**src/rtl/wb_master_block.sv**
```systemverilog
// rtl/wb_master_block.sv - Wishbone B4 pipelined block master between a local stream and a slave
module wb_master_block #(
    parameter int ADR_W   = 16,
    parameter int DAT_W   = 16,
    parameter int LEN_W   = 16,
    parameter int MAX_OUT = 4,
    parameter int TIMEOUT = 255
) (
    input  logic             clk_i,
    input  logic             rst_i,
    input  logic             cmd_start_i,
    input  logic             cmd_we_i,
    input  logic [ADR_W-1:0] cmd_adr_i,
    input  logic [LEN_W-1:0] cmd_len_i,
    output logic             busy_o,
    output logic             done_o,
    output logic             err_o,
    input  logic [DAT_W-1:0] wr_data_i,
    input  logic             wr_valid_i,
    output logic             wr_ready_o,
    output logic [DAT_W-1:0] rd_data_o,
    output logic             rd_valid_o,
    output logic             wb_cyc_o,
    output logic             wb_stb_o,
    output logic             wb_we_o,
    output logic [ADR_W-1:0] wb_adr_o,
    output logic [DAT_W-1:0] wb_dat_o,
    input  logic [DAT_W-1:0] wb_dat_i,
    input  logic             wb_ack_i,
    input  logic             wb_stall_i
);

    localparam int OUT_W = $clog2(MAX_OUT) + 1;
    localparam int TMO_W = $clog2(TIMEOUT + 1);

    typedef enum logic [1:0] {S_IDLE, S_ISSUE, S_DRAIN} state_t;

    state_t           state_q, state_d;
    logic             we_q, we_d;
    logic [ADR_W-1:0] adr_q, adr_d;
    logic [LEN_W-1:0] len_q, len_d;
    logic [LEN_W-1:0] issued_q, issued_d;
    logic [OUT_W-1:0] outst_q, outst_d;
    logic [TMO_W-1:0] tmo_q, tmo_d;
    logic             done_q, done_d;
    logic             err_q, err_d;

    logic active;
    logic stb;
    logic accept;
    logic ack_v;

    assign active = (state_q != S_IDLE);
    assign stb    = (state_q == S_ISSUE) && (issued_q < len_q) &&
                    (outst_q < OUT_W'(MAX_OUT)) && (!we_q || wr_valid_i);
    assign accept = stb && !wb_stall_i;
    // Acks with nothing outstanding (stray or after an abort) are dropped here.
    assign ack_v  = active && wb_ack_i && (outst_q != '0);

    always_ff @(posedge clk_i) begin
        if (rst_i) begin
            state_q  <= S_IDLE;
            we_q     <= 1'b0;
            adr_q    <= '0;
            len_q    <= '0;
            issued_q <= '0;
            outst_q  <= '0;
            tmo_q    <= '0;
            done_q   <= 1'b0;
            err_q    <= 1'b0;
        end else begin
            state_q  <= state_d;
            we_q     <= we_d;
            adr_q    <= adr_d;
            len_q    <= len_d;
            issued_q <= issued_d;
            outst_q  <= outst_d;
            tmo_q    <= tmo_d;
            done_q   <= done_d;
            err_q    <= err_d;
        end
    end

    always_comb begin
        state_d  = state_q;
        we_d     = we_q;
        adr_d    = adr_q;
        len_d    = len_q;
        issued_d = issued_q;
        outst_d  = outst_q;
        tmo_d    = tmo_q;
        done_d   = 1'b0;
        err_d    = 1'b0;
        case (state_q)
            S_IDLE: begin
                if (cmd_start_i) begin
                    if (cmd_len_i == '0) begin
                        done_d = 1'b1;
                    end else begin
                        state_d  = S_ISSUE;
                        we_d     = cmd_we_i;
                        adr_d    = cmd_adr_i;
                        len_d    = cmd_len_i;
                        issued_d = '0;
                        outst_d  = '0;
                        tmo_d    = '0;
                    end
                end
            end
            default: begin
                if (accept) begin
                    adr_d    = adr_q + ADR_W'(1);
                    issued_d = issued_q + LEN_W'(1);
                end
                case ({accept, ack_v})
                    2'b10:   outst_d = outst_q + OUT_W'(1);
                    2'b01:   outst_d = outst_q - OUT_W'(1);
                    default: outst_d = outst_q;
                endcase
                tmo_d = (ack_v || outst_q == '0) ? '0 : tmo_q + TMO_W'(1);
                if (tmo_d == TMO_W'(TIMEOUT)) begin
                    state_d = S_IDLE;
                    done_d  = 1'b1;
                    err_d   = 1'b1;
                    outst_d = '0;
                end else if (state_q == S_ISSUE && issued_d == len_q) begin
                    state_d = S_DRAIN;
                end else if (state_q == S_DRAIN && outst_d == '0) begin
                    state_d = S_IDLE;
                    done_d  = 1'b1;
                end
            end
        endcase
    end

    assign busy_o     = active;
    assign done_o     = done_q;
    assign err_o      = err_q;
    assign wr_ready_o = accept && we_q;
    assign rd_data_o  = wb_dat_i;
    assign rd_valid_o = ack_v && !we_q;
    assign wb_cyc_o   = active;
    assign wb_stb_o   = stb;
    assign wb_we_o    = we_q;
    assign wb_adr_o   = adr_q;
    assign wb_dat_o   = (state_q == S_ISSUE && we_q) ? wr_data_i : '0;

endmodule

```
**config.mk**
```make
export PLATFORM = sky130hd
export DESIGN_NAME = wb_master_block
export DESIGN_NICKNAME = d
export VERILOG_FILES = /design/src/rtl/wb_master_block.sv
export SDC_FILE = /design/constraint.sdc
export NUM_CORES = 1
export LEC_CHECK = 0
export BUFFER_PORTS_ARGS = -buffer_cell sky130_fd_sc_hd__buf_2
export CAP_MARGIN = 20
export CORE_MARGIN = 2
export CORE_UTILIZATION = 53
export DETAILED_ROUTE_END_ITERATION = 16
export PLACE_DENSITY_LB_ADDON = 0.15
export RECOVER_POWER = 50
export SYNTH_ARGS = -nofsm -noshare
export SYNTH_HDL_FRONTEND = slang
export SYNTH_SLANG_ARGS = --single-unit
```
**constraint.sdc**
```tcl
create_clock -name clk_i -period 4.2 [get_ports clk_i]
set_input_delay 0.42 -clock clk_i [delete_from_list [all_inputs] [get_ports clk_i]]
set_output_delay 0.42 -clock clk_i [all_outputs]
set_load 0.02 [all_outputs]
```
After elaboration in Yosys (flattened, before gate mapping)
Index checks and enable logic that the tools add are counted.
Storage, ports and cells
  flip-flop bits (word level): 64
  output and inout port bits: 56
  logic and storage cells: 86
Cells by class
  add/sub/neg operators: 5
  order comparisons: 2
  equality and inequality tests: 8
  mux-type cells: 33
  bitwise gates (word level): 1
  reductions and logical operators: 28
Operators by type and width (count)
  $mux 16: 10
  $add 16x1->16 const B: 2
  $mux 8: 4
  $eq 16x16->1: 1
  $logic_not 16->1: 1
  $lt 16x16->1: 1
  $mux 3: 5
  $mux 2: 6
  $logic_and 1x1->1: 11
  $reduce_and 3->1: 3
  $add 8x1->8 const B: 1
  $eq 8x8->1 const B: 1
  $mux 1: 7
  $logic_not 3->1: 2
  $pmux 3 s2: 1
  $eq 2x1->1 const B: 2
  $eq 2x2->1 const B: 2
  $ne 2x2->1 const B: 2
  $reduce_bool 2->1: 2
  $reduce_bool 4->1: 1
  $add 3x1->3 const B: 1
  $lt 3x3->1 const B: 1
  $reduce_bool 3->1: 1
  $sub 3x1->3 const B: 1
  other kinds (6): 8

Logic depth before layout (Yosys ltp)
  depth after elaboration: 14
  gate-level depth with buffers: 19
  mapped depth without buffers: 17

Worst setup path before layout
No wires, ideal clock.
  kind: register -> register
  start point: register len_q[7]
  end point: register done_q, in the netlist done_o
  library setup time: 0.078 ns
  data arrival time: 3.472 ns
  required time: 4.122 ns
  path slack: 0.650 ns
  cell stages (with the launch flop): 20
  buffers on the path: 2
  path through: dfxtp_1 -> inv_1 -> ha_1 -> nand3_1 -> a311oi_1 -> or2_2 -> clkbuf_1 -> nor3_4 -> inv_2 -> buf_2 -> ha_1 -> inv_1 -> fa_1 -> xor2_1 -> nor2_1 -> xnor2_1 -> nand2_1 -> a21oi_1 -> nor2_1 -> nor3_1
On the way
  word-level cells in the longest chain between the ends: 14
  elaborated cells between the ends (all ways): 19
RTL lines
  from (decl): RTL line 41  | logic [LEN_W-1:0] len_q, len_d;
  from (signal assigned): RTL line 75  | len_q <= len_d;
  $lt 16x16->1: RTL line 54  | assign stb = (state_q == S_ISSUE) && (issued_q < len_q) &&
  $logic_and 1x1->1 (2 in a row): RTL line 54
  $logic_and 1x1->1: RTL line 55  | (outst_q < OUT_W'(MAX_OUT)) && (!we_q || wr_valid_i);
  $logic_and 1x1->1: RTL line 56  | assign accept = stb && !wb_stall_i;
  $eq 2x1->1 or $eq 2x2->1 (tied branches): RTL line 115  | case ({accept, ack_v})
  $pmux 3 s2: RTL line 115
  $mux 3: RTL line 94  | case (state_q)
  $logic_not 3->1: RTL line 128  | end else if (state_q == S_DRAIN && outst_d == '0) begin
  $logic_and 1x1->1: RTL line 128
  $mux 1: RTL line 128
  $mux 1 (*): RTL line 126  | end else if (state_q == S_ISSUE && issued_d == len_q) begin
  $mux 1 (*): RTL line 121  | if (tmo_d == TMO_W'(TIMEOUT)) begin
  $mux 1 (*): RTL line 94
  to (signal assigned): RTL line 79  | done_q <= done_d;
  to (decl): RTL line 45  | logic done_q, done_d;
Mark *: on every way between the ends. The rest lies on a longest branch, timed or not. The select of a mux whose other input is x is not followed.
A chain may end at the register's enable or synchronous reset.

Worst setup path after layout
  start point: register len_q[14]
  end point: register done_q, in the netlist done_o
Same word-level chain as after synthesis.

==> impl.org <==
** STA
- Static timing analysis puts the maximum clock frequency at around 270 MHz.
- Clock skew on the completed layout was measured at roughly 0.012 ns.
- Number of hold violations in the final report :: 0
- Max-slew violation count :: 21
- Worst hold slack :: about 0.32 ns
- Setup-violating endpoint count in the final report :: 0
- After layout, the worst path uses around 89% of the clock period.
- Max-slew headroom at the worst pin :: -2.28%
- Unrepaired setup endpoints after global routing :: no
- The worst path in the final design needs a cycle of 3.73 ns, including I/O delays and setup.
- Worst slew pin tran :: around 1.5 ns
- For the final routed database, the setup TNS stands at 0 ns.

** Clock tree
- H-Tree Depth :: 3
- In this run, post-CTS hold repair placed 0 buffers.
- Clk buf depth :: 2
- TritonCTS created 9 clock buffers.
- For this design, the sink count on the clock tree is 64.
- Once the clock tree was built, the setup fixing pass inserted 0 buffers.
- Clock latency on the worst-skew pair :: 0.35 ns
- Clock Root Buffer :: clkbuf_8
- TritonCTS built the clock tree.
- Post-cts resize count :: 0
- Clock Pin Slew Worst Setup and Hold Paths :: ~0.070 ns

** Synth
- Post-synthesis share of cell area spent on and, or, nand and nor gates :: between 20 and 30%
- Synth cell types :: 63
- Main flop type after synthesis :: dfxtp_1
- Post-synthesis async set-or-reset flop share :: 0%
- Fraction of synthesized cell area in xor and xnor cells :: 4.65%
- Number of warnings reported in the yosys synthesis log :: 0
- Counting flops and latches in the post-synthesis netlist gives 64.
- When the netlist entered floorplanning its net count stood at 671.
- Cells after Synth :: 580
- In the synthesized netlist, mux cells make up 4.78% of the area.
- Number of flops mapped to enable cells by yosys :: 0
- The mapped netlist covers 0.00452 sq mm.
- The synthesized netlist devotes under 10% of its cell area to adder and majority cells.
- Main combinational cell family by area after synthesis :: simple AND/OR/NAND/NOR gates
- Sequential cell area fraction in the yosys report :: between 20% and 30%
- The synthesized netlist devotes 22.1% of its cell area to compound gates.
- The average instance in the mapped netlist occupies approximately 8 sq um.

** Placed design
- Port Buffer Count :: between 90 and 100
- At the end of routability-driven placement, the weighted congestion stood at approximately 0.97.
- Half-perimeter wire length after placement :: roughly 9.2 mm

** Finish
- The top cell types in the final layout, fill and taps aside, are nor2_1 (75), buf_2 (69), dfxtp_1 (64), o21ai_0 (38), a21oi_1 (38).
- Final net count :: about 740
- Commonest non-fill, non-tap cell in the layout :: nor2_1
- Number of antenna repair diodes :: 0
- Final core occ :: between 60% and 70%
- Fraction of layout cells with a size suffix above 1 :: between 10% and 20%
- P&R area growth vs syn :: 13.6%

** Route
- Summed over all layers, the routed wires come to around 13 mm.
- The first routing iteration left 279 violations.
- Number of nets still failing antenna checks after routing :: 0
- Summing over every cut layer, the via total after detailed routing is 4492.
- For this run, the detailed router's first-pass iteration total came to 5.
- Via density per instance :: 5.96
- After detailed routing, the number of remaining DRC violations is 0.
- In the final routed layout, each cell accounts on average for 16.6 um.

** Critical path
- The critical path starts at len_q[14]$_SDFFE_PP0P_.
- In this run the worst path has a maximum fanout of 10.
- The worst register-to-register path begins at len_q[14]$_SDFFE_PP0P_.
- STA classifies the critical path startpoint as a register.
- Category of the most critical setup path :: reg -> reg
- At the worst endpoint, the required time is ~4.5 ns.
- At the worst endpoint, the arrival time is 3.99 ns.
- The worst setup path is captured at a register.

** Global route
- After global routing the overflow that remains totals 0.
- Global-route wire length before repair :: between 20 and 25 mm
- Number of global-route vias before repair :: slightly above 4000
- Pin count of the biggest net entering global routing :: 45
- The initial antenna violation count came to 0.
- For this run, the total global-route usage over all layers was measured as approximately 28%.

** Hold path
- The startpoint identified for the worst hold timing path is cmd_we_i.
- The tightest min-delay check is of the in -> reg type.

** Run status
- Violations in the final reports :: max-capacitance violations, max-slew violations
- The flow ran to the end, but the final reports show violations.

** Power and ir drop
- Post-layout total power :: about 1800 uW
- Power spread over the standard cell area amounts to roughly 350 mW/mm^2.
- Worst supply voltage drop on vdd :: ~0.25 mV
- Reported leakage power :: 0.00208 uW

** Die
- Count of boundary I/O pins :: approximately 130
- The total area inside the core boundary comes to between 0.008 and 0.009 sq mm.
- The floorplan step defined a die boundary enclosing 0.00929 sq mm.
- In this run the core area contains 33 standard-cell rows.
- Overall die width :: approximately 96 um
- Once the floorplan was initialized, standard cells occupied around 55% of the core.
- In this run the vertical extent of the chip is approximately 96 um.

** Job
- Max Cap Viol :: 1
[state kept, by name, indices dropped and copies added (netlist names)]
name	count
state_q	2
issued_q	16
tmo_q	8
wb_adr_o	16
err_o	1
len_q	16
wb_we_o	1
done_o	1
outst_q	3
[layer usage]
layer	track usage, %	vias up	wire, um	part of all wire (%)
met5	0	-	0	0
met4	9.04	0	214	1.7
met3	5.59	29	836	6.7
met2	45.2	142	6000	48
met1	37.3	2104	5490	44
li1	-	2217	-	-
[cells in the mapped netlist, types with 3 or more instances]
| library cell | number | share of area [%] |
|---|---|---|
| nor2_1 | 76 | 6.3 |
| dfxtp_1 | 64 | 28 |
| a21oi_1 | 38 | 4.2 |
| o21ai_0 | 38 | 4.2 |
| nand2_1 | 35 | 2.9 |
| inv_1 | 27 | 2.2 |
| and2_1 | 22 | 3.0 |
| clkbuf_1 | 22 | 1.8 |
| ha_1 | 19 | 5.3 |
| mux2i_1 | 19 | 4.2 |
| nand3_1 | 19 | 2.1 |
| buf_4 | 17 | 2.8 |
| nand4_1 | 15 | 2.1 |
| xnor2_1 | 14 | 2.7 |
| and3_1 | 12 | 1.7 |
| nor3_1 | 11 | 1.2 |
| a211oi_1 | 10 | 1.7 |
| nor4_1 | 10 | 1.4 |
| xor2_1 | 10 | 1.9 |
| a311oi_1 | 8 | 1.5 |
| a22oi_1 | 7 | 1.2 |
| a22o_1 | 6 | 1.2 |
| a31oi_1 | 5 | 0.69 |
| buf_2 | 5 | 0.55 |
| o31ai_1 | 5 | 0.83 |
| or4_1 | 5 | 0.83 |
| and4_1 | 4 | 0.77 |
| o211ai_1 | 4 | 0.66 |
| a2111oi_4 | 3 | 1.8 |
| nand2b_1 | 3 | 0.41 |
| nor3b_1 | 3 | 0.50 |
| nor4b_1 | 3 | 0.58 |
| o21a_1 | 3 | 0.50 |
| or3_1 | 3 | 0.41 |
[kinds of logic (layout without fill, tap and decap cells)]
| family | count (synthesis) | after routing |
|---|---|---|
| and+or+nand+nor | 232 | 232 |
| DFF | 64 | 64 |
| AOI/OAI and AO/OA | 145 | 145 |
| muxes | 21 | 21 |
| adders and majority gates | 20 | 20 |
| xor gates and xnor gates | 24 | 24 |
| buffers and inverters | 74 | 143 |
[report_power, final]
| part | total (uW) | leakage (uW) | internal (uW) | switching (uW) |
|---|---|---|---|---|
| clock | 679 | 0.000123 | 414 | 265 |
| sequential | 679 | 0.000521 | 641 | 38.0 |
| combinational | 422 | 0.00143 | 158 | 264 |
| total | 1780 | 0.00208 | 1210 | 568 |
[final timing paths]
check                          end  slack (ns)  cells after the start
max              done_o$_SDFF_PP0_        0.47                     17
min           wb_we_o$_SDFFE_PP0P_        0.32                      3
max reg2reg      done_o$_SDFF_PP0_        0.47                     17
min reg2reg  tmo_q[7]$_SDFFE_PP0P_        0.50                      1
[stage by stage]
stage                     instances  cell area [sq um]  setup slack (ns)
final                           754               5140             0.473
after floorplan                 580               4520             0.650
after CTS                       754               5170             0.504
after global routing            754               5140             0.131
after detailed placement        738               4920             0.582
after global placement          738               4920             0.723
[worst max-delay path, stage by stage, from the launching register on]
cell      delay (ns)
dfxtp_1         0.38
inv_1           0.07
ha_1            0.30
nand4_1         0.21
or2_2           0.39
o311ai_2        0.48
nor3_4          0.13
inv_2           0.09
ha_1            0.18
inv_1           0.06
fa_1            0.37
xor2_1          0.15
nor2_1          0.18
xnor2_1         0.16
nand2_1         0.09
a21oi_1         0.16
nor2_1          0.06
nor3_1          0.19
[area by class of cell]
class / count / area (sq um)
fill: 760 / 3120
multi-input combinational: 442 / 2900
sequential: 64 / 1280
timing repair buffer: 98 / 465
clock buffer: 10 / 138
tap: 105 / 131
clock inverter: 6 / 115
inverter: 29 / 109
(Power assumes the default switching activity.)
